===== src/rtl/led_matrix_pkg.sv =====
// Shared geometry, colour-bit positions and pixel/column types for the 8x8 RGB matrix.
package led_matrix_pkg;

  localparam int MATRIX_COLS = 8;
  localparam int MATRIX_ROWS = 8;

  // Bit positions inside a pixel_t, {R,G,B}.
  localparam int RGB_R = 2;
  localparam int RGB_G = 1;
  localparam int RGB_B = 0;

  typedef logic [2:0] pixel_t;
  typedef pixel_t [MATRIX_ROWS-1:0] column_t;
  typedef logic [$clog2(MATRIX_COLS)-1:0] col_idx_t;

  // Active-low pin image of one colour plane of a column; pin j drives row j.
  function automatic logic [0:MATRIX_ROWS-1] col_drive(input column_t col, input logic [1:0] color);
    logic [0:MATRIX_ROWS-1] drv;
    for (int j = 0; j < MATRIX_ROWS; j++) begin
      drv[j] = ~col[j][color];
    end
    return drv;
  endfunction

endpackage


===== src/rtl/led_matrix_scanner_tick.sv =====
// scan_tick_gen: free-running 0..CLK_DIV-1 divider producing a one-cycle tick on its
// last count. Shared by the column scan and the game-clock path.
module scan_tick_gen
  import led_matrix_pkg::*;
#(
  parameter int unsigned CLK_DIV = 50000
) (
  input  logic clk,
  input  logic rst,
  output logic tick
);

  localparam int unsigned CNT_W = $clog2(CLK_DIV);
  localparam logic [CNT_W-1:0] CNT_LAST = CNT_W'(CLK_DIV - 1);

  logic [CNT_W-1:0] cnt_q, cnt_d;

  // Tick on the last count and wrap back to zero in the same edge.
  // NOTE: combinational logic uses blocking '='; the register below uses '<=' so every
  // flop samples pre-edge values.
  always_comb begin
    tick  = (cnt_q == CNT_LAST);
    cnt_d = tick ? '0 : cnt_q + 1'b1;
  end

  // Divider register with synchronous reset.
  always_ff @(posedge clk) begin
    if (rst) cnt_q <= '0;
    else     cnt_q <= cnt_d;
  end

endmodule


===== src/rtl/led_matrix_scanner.sv =====
// led_matrix_scanner: double-buffered 8x8 RGB framebuffer with column-multiplexed,
// active-low LED drive. Game logic writes/clears the back buffer and requests a swap;
// the swap happens at the next frame boundary (tick with comm == 7).
// Optional macro SCAN_BLANK_EN: forces LedR/G/B off for BLANK_CYC cycles after each
// column change (anti-ghosting). Undefined: column data shows for the whole dwell.
module led_matrix_scanner
  import led_matrix_pkg::*;
#(
  parameter int unsigned CLK_DIV   = 50000,
  parameter int unsigned BLANK_CYC = 16
) (
  input  logic       SYS_CLK,
  input  logic       RST,
  input  logic       wr_en,
  input  logic [2:0] wr_x,
  input  logic [2:0] wr_y,
  input  logic [2:0] wr_rgb,
  input  logic       clr,
  input  logic       swap_req,
  output logic       swap_pending,
  output logic       swap_ack,
  output logic [2:0] comm,
  output logic       enable,
  output logic [0:7] LedR,
  output logic [0:7] LedG,
  output logic [0:7] LedB
);

  localparam col_idx_t COL_LAST = col_idx_t'(MATRIX_COLS - 1);

  logic tick;

  column_t  fb_q [2][MATRIX_COLS];
  column_t  fb_d [2][MATRIX_COLS];
  logic     front_sel_q, front_sel_d;
  logic     back_sel;
  logic     swap_pending_q, swap_pending_d;
  logic     swap_ack_q, swap_ack_d;
  logic     enable_q, enable_d;
  col_idx_t comm_q, comm_d;
  logic [0:MATRIX_ROWS-1] led_r_q, led_r_d;
  logic [0:MATRIX_ROWS-1] led_g_q, led_g_d;
  logic [0:MATRIX_ROWS-1] led_b_q, led_b_d;
  logic     frame_end, swap_now;

  scan_tick_gen #(.CLK_DIV(CLK_DIV)) u_tick (
    .clk  (SYS_CLK),
    .rst  (RST),
    .tick (tick)
  );

  // Back-buffer writes, swap control and next column load.
  // NOTE: every variable gets a default first, so no path leaves one unassigned
  // and no latch is inferred.
  always_comb begin
    fb_d           = fb_q;
    comm_d         = comm_q;
    enable_d       = enable_q;
    led_r_d        = led_r_q;
    led_g_d        = led_g_q;
    led_b_d        = led_b_q;

    // Writes target the back buffer as selected at the start of this cycle;
    // a clear lands first so a same-cycle write survives it.
    back_sel = ~front_sel_q;
    if (clr)   fb_d[back_sel] = '{default: '0};
    if (wr_en) fb_d[back_sel][wr_x][wr_y] = wr_rgb;

    frame_end      = tick && (comm_q == COL_LAST);
    swap_now       = frame_end && swap_pending_q;
    front_sel_d    = front_sel_q ^ swap_now;
    // A request arriving in the swap cycle is absorbed by that swap.
    swap_pending_d = swap_now ? 1'b0 : (swap_pending_q | swap_req);
    swap_ack_d     = swap_now;

    if (tick) begin
      comm_d   = comm_q + 1'b1;
      enable_d = 1'b1;
      // Load from the post-swap front so the pins always match comm.
      led_r_d  = col_drive(fb_d[front_sel_d][comm_d], 2'(RGB_R));
      led_g_d  = col_drive(fb_d[front_sel_d][comm_d], 2'(RGB_G));
      led_b_d  = col_drive(fb_d[front_sel_d][comm_d], 2'(RGB_B));
    end
  end

  // State registers; reset clears both buffers and returns the pins to all-off.
  // NOTE: the frame buffers are flops, not RAM, because reset must clear both of them.
  always_ff @(posedge SYS_CLK) begin
    if (RST) begin
      fb_q           <= '{default: '0};
      front_sel_q    <= 1'b0;
      swap_pending_q <= 1'b0;
      swap_ack_q     <= 1'b0;
      enable_q       <= 1'b0;
      comm_q         <= '0;
      led_r_q        <= '1;
      led_g_q        <= '1;
      led_b_q        <= '1;
    end else begin
      fb_q           <= fb_d;
      front_sel_q    <= front_sel_d;
      swap_pending_q <= swap_pending_d;
      swap_ack_q     <= swap_ack_d;
      enable_q       <= enable_d;
      comm_q         <= comm_d;
      led_r_q        <= led_r_d;
      led_g_q        <= led_g_d;
      led_b_q        <= led_b_d;
    end
  end

  assign swap_pending = swap_pending_q;
  assign swap_ack     = swap_ack_q;
  assign comm         = comm_q;
  assign enable       = enable_q;

`ifdef SCAN_BLANK_EN
  localparam int unsigned BLK_W = $clog2(BLANK_CYC + 1);
  localparam logic [BLK_W-1:0] BLK_LAST = BLK_W'(BLANK_CYC);

  logic [BLK_W-1:0] blank_cnt_q, blank_cnt_d;
  logic             blank;

  // Count cycles since the last column change, saturating at BLANK_CYC.
  always_comb begin
    blank_cnt_d = blank_cnt_q;
    if (tick)                         blank_cnt_d = '0;
    else if (blank_cnt_q != BLK_LAST) blank_cnt_d = blank_cnt_q + 1'b1;
    blank = (blank_cnt_q != BLK_LAST);
  end

  // Blanking counter register; out of reset it sits idle at the saturated count.
  always_ff @(posedge SYS_CLK) begin
    if (RST) blank_cnt_q <= BLK_LAST;
    else     blank_cnt_q <= blank_cnt_d;
  end

  assign LedR = led_r_q | {MATRIX_ROWS{blank}};
  assign LedG = led_g_q | {MATRIX_ROWS{blank}};
  assign LedB = led_b_q | {MATRIX_ROWS{blank}};
`else
  // Column data drives the pins for the whole dwell; BLANK_CYC has no effect here.
  if (BLANK_CYC >= CLK_DIV) begin : g_blank_unused
  end

  assign LedR = led_r_q;
  assign LedG = led_g_q;
  assign LedB = led_b_q;
`endif

endmodule

===== config.mk =====
export PLATFORM = sky130hd
export DESIGN_NAME = led_matrix_scanner
export DESIGN_NICKNAME = d
export VERILOG_FILES = /design/src/rtl/led_matrix_pkg.sv /design/src/rtl/led_matrix_scanner_tick.sv /design/src/rtl/led_matrix_scanner.sv
export SDC_FILE = /design/constraint.sdc
export NUM_CORES = 1
export LEC_CHECK = 0
export ABC_AREA = 1
export ABC_CLOCK_PERIOD_IN_PS = 2950
export CAP_MARGIN = 20
export CORE_ASPECT_RATIO = 2
export CORE_MARGIN = 5
export CORE_UTILIZATION = 35
export DETAILED_ROUTE_END_ITERATION = 8
export HOLD_SLACK_MARGIN = 0.12
export PLACE_DENSITY_LB_ADDON = 0.15
export SETUP_SLACK_MARGIN = 0.2
export SKIP_LAST_GASP = 1
export SLEW_MARGIN = 20
export SYNTH_ARGS = -nofsm -noshare
export SYNTH_HDL_FRONTEND = slang
export SYNTH_SLANG_ARGS = --single-unit

===== constraint.sdc =====
create_clock -name SYS_CLK -period 2.95 [get_ports SYS_CLK]
set_clock_uncertainty 0.2 [all_clocks]
set_input_delay 0.7375 -clock SYS_CLK [delete_from_list [all_inputs] [get_ports SYS_CLK]]
set_output_delay 0.7375 -clock SYS_CLK [all_outputs]
set_load 0.02 [all_outputs]

* Word level (Yosys, flattened, before mapping)
Cells that the tools add are included.
** Cells by class
- Eq/ne operators :: 2
- Mux-type cells :: 17
- $lt $le $gt $ge :: 8
- Bitwise gates (word level) :: 33
- Add/sub/neg operators :: 2
- Reductions and logical operators :: 7
** Operators with widths (number)
- $mux 192 :: 5
- $mux 384 :: 2
- $and 384x384->384 :: 1
- $bwmux 384 :: 1
- $demux 192 s1 :: 2
- $not 384->384 :: 1
- $bmux 24 s3 :: 1
- $demux 24 s3 :: 1
- $mux 24 :: 3
- $not 1->1 :: 25
- $add 16x1->16 const B :: 1
- $eq 16x16->1 const B :: 1
- $demux 3 s3 :: 1
- $ge 4x4->1 const B :: 2
- $not 3->4 :: 2
- $logic_and 1x1->1 :: 5
- $ge 2x2->1 const B :: 2
- $lt 3x4->1 const B :: 1
- $lt 4x1->1 const B :: 1
- $not 1->2 :: 2
- $reduce_or 2->1 :: 2
- $add 3x1->3 const B :: 1
- $eq 3x3->1 const B :: 1
- $ge 3x1->1 const B :: 1
- other kinds (4) :: 4
** Storage, ports and cells
- Output and inout bits :: 30
- Flip-flop bits (word level) :: 431
- Input bits :: 14

* Longest topological paths before layout
- Word-level depth :: 18
- Mapped depth :: 16
- Gate-level depth less buffers :: 15

* By module
Synthesis repeated with hierarchy kept, for this count alone.
** Unflattened totals
- Cell total of the unflattened synthesis :: 3980
- Area, all modules :: 23835.4 um^2
** Modules (own cells, without submodules)
- led_matrix_scanner :: times used 1, cells each 3852, area an instance 22975.8 um^2
- scan_tick_gen :: times used 1, cells each 128, area an instance 859.6 um^2

* Least setup slack after synthesis
OpenSTA, ideal clock, no wires.
- Path kind :: input to register
- Start point :: in wr_y[2]
- End point :: reg led_b_q, in the netlist LedB[2]
- Data arrival time :: 2180 ps
- Setup time :: 109 ps
- Path slack :: 461 ps
- Stages on the path :: 13
- Data required time :: 2641 ps
- Path through :: buf_2 > inv_2 > nand3_2 > nor2_1 > nand2_1 > o21ai_0 > nand2_1 > nand3_1 > nand3_1 > nand3_1 > nand3_1 > nand2_1 > inv_1
** Between the ends
- Word-level cells in the longest chain between the ends :: 17
- Elaborated cells on any way between the ends :: 18
- Classes of those cells :: order compare (2); mux (14); bitwise (1); reduce/logical (1)
** RTL lines
- start: declaration :: line led_matrix_scanner.sv:16 : input logic [2:0] wr_y,
- $lt 3x4->1 (implied by the code) / $ge 3x1->1 (equally long branches) :: line led_matrix_scanner.sv:67 : if (wr_en) fb_d[back_sel][wr_x][wr_y] = wr_rgb;
- $logic_and 1x1->1 (implied by the code) :: line led_matrix_scanner.sv:67
- $mux 3 (implied by the code) :: line led_matrix_scanner.sv:67
- $demux 3 s3 * :: line led_matrix_scanner.sv:67
- $mux 24 (implied by the code) * :: line led_matrix_scanner.sv:67
- $demux 24 s3 * :: line led_matrix_scanner.sv:67
- $mux 192 (implied by the code) * :: line led_matrix_scanner.sv:67
- $demux 192 s1 * :: line led_matrix_scanner.sv:67
- $bwmux 384 * :: line led_matrix_scanner.sv:67
- $mux 384 * :: line led_matrix_scanner.sv:67
- $mux 192 (implied by the code) * (3 in a row) :: line led_matrix_scanner.sv:82 : led_b_d = col_drive(fb_d[front_sel_d][comm_d], 2'(RGB_B));
- $bmux 24 s3 * :: line led_matrix_scanner.sv:82
- $mux 24 (implied by the code) * (2 in a row) :: line led_matrix_scanner.sv:82
- $not 1->1 * :: line led_matrix_pkg.sv:20 : drv[j] = ~col[j][color];
- end signal: assignment :: line led_matrix_scanner.sv:108 : led_b_q <= led_b_d;
- end: declaration :: line led_matrix_scanner.sv:43 : logic [0:MATRIX_ROWS-1] led_b_q, led_b_d;
Every way passes the cells marked *; elsewhere a longest branch is shown, timed or not. The select of a mux whose other input is x is not followed.
A chain may end at the register's enable or synchronous reset.

* Worst setup path after layout
- Start point :: reg led_g_q, in the netlist LedG[4]
- End point :: out LedG[4] in the netlist's numbering
** RTL lines
- start: declaration :: line led_matrix_scanner.sv:42 : logic [0:MATRIX_ROWS-1] led_g_q, led_g_d;
- start signal: assignment :: line led_matrix_scanner.sv:107 : led_g_q <= led_g_d;
- end: declaration :: line led_matrix_scanner.sv:25 : output logic [0:7] LedG,
No word-level cell between the ends.

==> flow_results.org <==
** Die
- Core area :: 64700 um^2
- For this configuration, the core starts out at a cell density of 35.3%.
- The floorplan has 132 rows.
- The die covers 70800 um^2.
- For this design the top-level I/O count stands at 44.
- From left edge to right edge, the die measures 191 um.
- Die Height :: 371 um

** Setup path
- Of all nets on the critical path, the largest fanout is 2.
- Critical path startpoint category :: flip-flop
- For the worst setup path, the data required time is 2.01 ns.
- Delay of the slowest cell on the worst path :: 0.71 ns
- For the worst setup path, the data arrival time is 1.77 ns.
- Buffers and inverters on the worst path :: 1
- Type of the worst setup path :: reg -> out
- Ordered list of cells on the worst path :: clkdlybuf4s50_1
- Master of the slowest instance on the critical path :: sky130_fd_sc_hd__clkdlybuf4s50_1
- Category of cells accounting for the largest share of critical-path delay :: buffers and inverters
- Setup crit end kind :: output port

** Logic synthesis
- Yosys mapped a number of flops with a built-in enable equal to 0.
- Number of warnings reported in the yosys synthesis log :: 0
- Multiplexer area fraction after synthesis :: 0%
- After Yosys synthesis, XOR and XNOR cells account for 0.192% of the synthesized area.
- Synth cell types :: 31
- Share of the synthesized area in the top cell type :: 37.8%
- In this run, synthesis produced a sequential element count of 431.
- Synthesis produced a netlist with a net count of 3659.
- Summing the sequential cell areas from Yosys gives 37.8% of the chip area.
- Among all flip-flop cells after synthesis, the most frequent one is sky130_fd_sc_hd__dfxtp_1.
- Top cells by instance count after synthesis :: sky130_fd_sc_hd__nand3_1 (959), sky130_fd_sc_hd__nand2_1 (746), sky130_fd_sc_hd__dfxtp_1 (431)
- After synthesis the cells add up to 22800 um^2.
- Main combinational cell family by area after synthesis :: simple AND/OR/NAND/NOR gates
- After Yosys synthesis, and, or, nand and nor cells account for 42.2% of the synthesized area.
- Yosys instantiated no cell more often than sky130_fd_sc_hd__nand3_1.
- Post-Synth Adder-Cell Area :: 0.164%
- Top cells by area, synth :: sky130_fd_sc_hd__dfxtp_1 (38%), sky130_fd_sc_hd__nand3_1 (21%), sky130_fd_sc_hd__nand2_1 (12%), sky130_fd_sc_hd__nor2_1 (6.1%), sky130_fd_sc_hd__inv_1 (6.0%)
- After synthesis, the share of flip-flops with an asynchronous set or reset is 0%.
- Cell taking the most area after synthesis :: sky130_fd_sc_hd__dfxtp_1
- The synthesized netlist devotes 8.77% of its cell area to compound gates.
- Cell count after synthesis :: 3642
- Per-instance average area after synthesis :: 6.27 um^2

** Clocking
- The root buffer cell chosen for the clock tree is sky130_fd_sc_hd__clkbuf_16.
- TritonCTS built the clock tree.
- TritonCTS Sinks :: 431
- Buffers inserted to repair hold after CTS numbered 0.
- Clock latency on the worst-skew pair, taken at its later pin, is 0.58 ns.
- Max Buffers Root-to-Sink :: 3
- TritonCTS created 44 clock buffers.
- The H-tree generated during clock tree synthesis spans 2 levels.
- Clock-pin slew of the registers on the worst-case setup and hold paths :: 0.07 ns

** Pwr
- In this run the power density over the cells is 389 nW/um^2.
- Logic pwr share :: 6.0%
- In this run the static leakage power is 12.9 nW.
- Fraction of power consumed by sequential logic :: 47.4%
- Worst supply voltage drop on vdd :: 0.000337 V
- Internal power contribution :: 9.25 mW
- Switching power share of the total :: 24.9%
- The share of total power dissipated in the clock network is 46.6%.
- After layout, the design draws a total of 12.3 mW.
- Power dissipated by switching net loads :: 3.07 mW

** Outcome
- Result of the run :: completed

** GRT
- Global routing consumed, over all layers together, 25.8% of the routing resources.
- First-pass GRT wire length :: 143000 um
- Global routing finished with a remaining overflow of 0.
- The via count of the first global-routing pass is 24938.
- The number of antenna violations at the first check in global routing came to 3.
- Entering global routing, the biggest net connects 173 pins.

** Timing
- The final count of pins violating max slew was 0.
- For this run, the top clock speed supported by timing is 370 MHz.
- Number of hold violations in the final report :: 0
- Setup repair after global routing could not meet its margin everywhere.
- Setup violations remaining at the end of the flow were counted as 0.
- On the final layout, the worst hold slack is 0.195 ns.
- Minimum period implied by the final worst setup slack :: 2.70 ns
- Relative max-transition margin :: 19.1%
- Final worst-path cycle share :: 91.6%
- For the pin with the worst max-slew slack, the measured transition is 1.21 ns.

** Drt
- Antenna Nets Post-Route :: 0
- For this block, the initial DRC count from the detailed router was 2011.
- First-pass iteration count of the detailed router :: 7
- In the final routed layout, each cell accounts on average for 19.3 um.
- Overall via count from detail_route :: 26097
- Vias per inst :: 5.19
- After detailed routing, the number of remaining DRC violations is 0.
- Total length of routed wires :: 97100 um

** Layout
- At the end of the flow the core is filled with cells to 48.8%.
- Of the cells placed in the final design, the portion with a size suffix greater than 1 is 22.0%.
- The final layout contains 4147 nets.
- Count of inserted antenna diode cells :: 0
- Compared with the post-synthesis result, the final layout area differs by 38.5%.

** Placement
- Final RePlAce weighted congestion :: 0.870
- In this run the tool buffered the top-level ports with 43 buffer cells.
- The wire-length estimate of the detail-placed layout is 59800 um.

** Run
- Number of maximum-capacitance constraint violations :: 0

** Worst hold path
- Hold/Removal Path Class :: in -> reg
cell type report:
class | count | area [um^2]
inverter | 379 | 1440
timing repair buffer | 703 | 6860
fill | 6851 | 33100
clock inverter | 7 | 38.8
sequential | 431 | 8640
tap | 871 | 1090
clock buffer | 70 | 1380
multi-input combinational | 2571 | 12200
layout by cell type (no fill, tap or decap), drive strengths merged, types with 2 or more instances in the layout:
cell / instances
or2: 24
xor2: 3
xnor2: 2
clkbuf: 84
clkinv: 10
nor2: 403
dlygate4sd2: 6
buf: 647
a21oi: 189
nor3: 11
dlymetal6s2s: 2
inv: 375
ha: 3
bufbuf: 3
nor3b: 2
clkdlybuf4s50: 31
nand3: 971
dfxtp: 431
nand2: 750
o21ai: 208
nand4: 2
sequential cells by signal, summed over array words and instances, names as in the netlist:
| register | count |
|---|---|
| enable | 1 |
| LedR | 8 |
| fb_q | 384 |
| swap_ack | 1 |
| u_tick.cnt_q | 16 |
| LedB | 8 |
| swap_pending | 1 |
| LedG | 8 |
| comm | 3 |
| front_sel_q | 1 |
repair_timing:
action | CTS | global route
buffers inserted | 4 | 16
pin swaps | 1 | 13
gates cloned | 5 | 15
setup endpoints to repair | 29 | 25
resized for setup | 31 | 129
per-stage QoR:
step / area, um^2 / setup TNS [ns] / setup WS [ns] / std cells
after floorplan: 22800 / 0 / 0.461 / 3642
after global placement: 29000 / -23.56 / -0.697 / 4915
after detailed placement: 29000 / -22.26 / -0.651 / 4915
after CTS: 30700 / 0 / 0.145 / 5001
after global routing: 31600 / 0 / 0.137 / 5032
final: 31600 / 0 / 0.247 / 5032
per-layer routing:
metal	vias to the layer above	global-route usage, %	wire, um
li1	12804	-	-
met5	-	0	0
met1	12208	29.3	36300
met2	827	47.9	49700
met3	258	2.93	5200
met4	0	11.8	5850
power by group through the flow:
stage / sequential [mW] / combinational (mW) / clock, mW
global route: 5.83 / 0.765 / 6.03
global placement: 5.96 / 0.699 / 0
floorplan: 5.97 / 0.279 / 0
finish: 5.83 / 0.740 / 5.74
detailed placement: 5.96 / 0.697 / 0
CTS: 5.83 / 0.702 / 5.86
path summary, 6_finish.rpt:
path / slack [ns] / startpoint / to / depth (start not counted)
max reg2reg: 0.29 / comm[0]$_SDFFE_PP0N_ / LedB[0]$_SDFFE_PP1N_ / 16
min reg2reg: 0.23 / u_tick.cnt_q[0]$_SDFF_PP0_ / u_tick.cnt_q[0]$_SDFF_PP0_ / 1
max: 0.25 / LedG[4]$_SDFFE_PP1N_ / LedG[4] / 1
min: 0.19 / RST / fb_q[254]$_SDFF_PP0_ / 2
cell families after synthesis:
| logic type | count (synthesis) |
|---|---|
| simple gates | 2163 |
| xor+xnor | 5 |
| flops | 431 |
| buf+inv | 641 |
| fa+ha+maj | 3 |
| compound gates | 399 |
(Power assumes the default switching activity.)
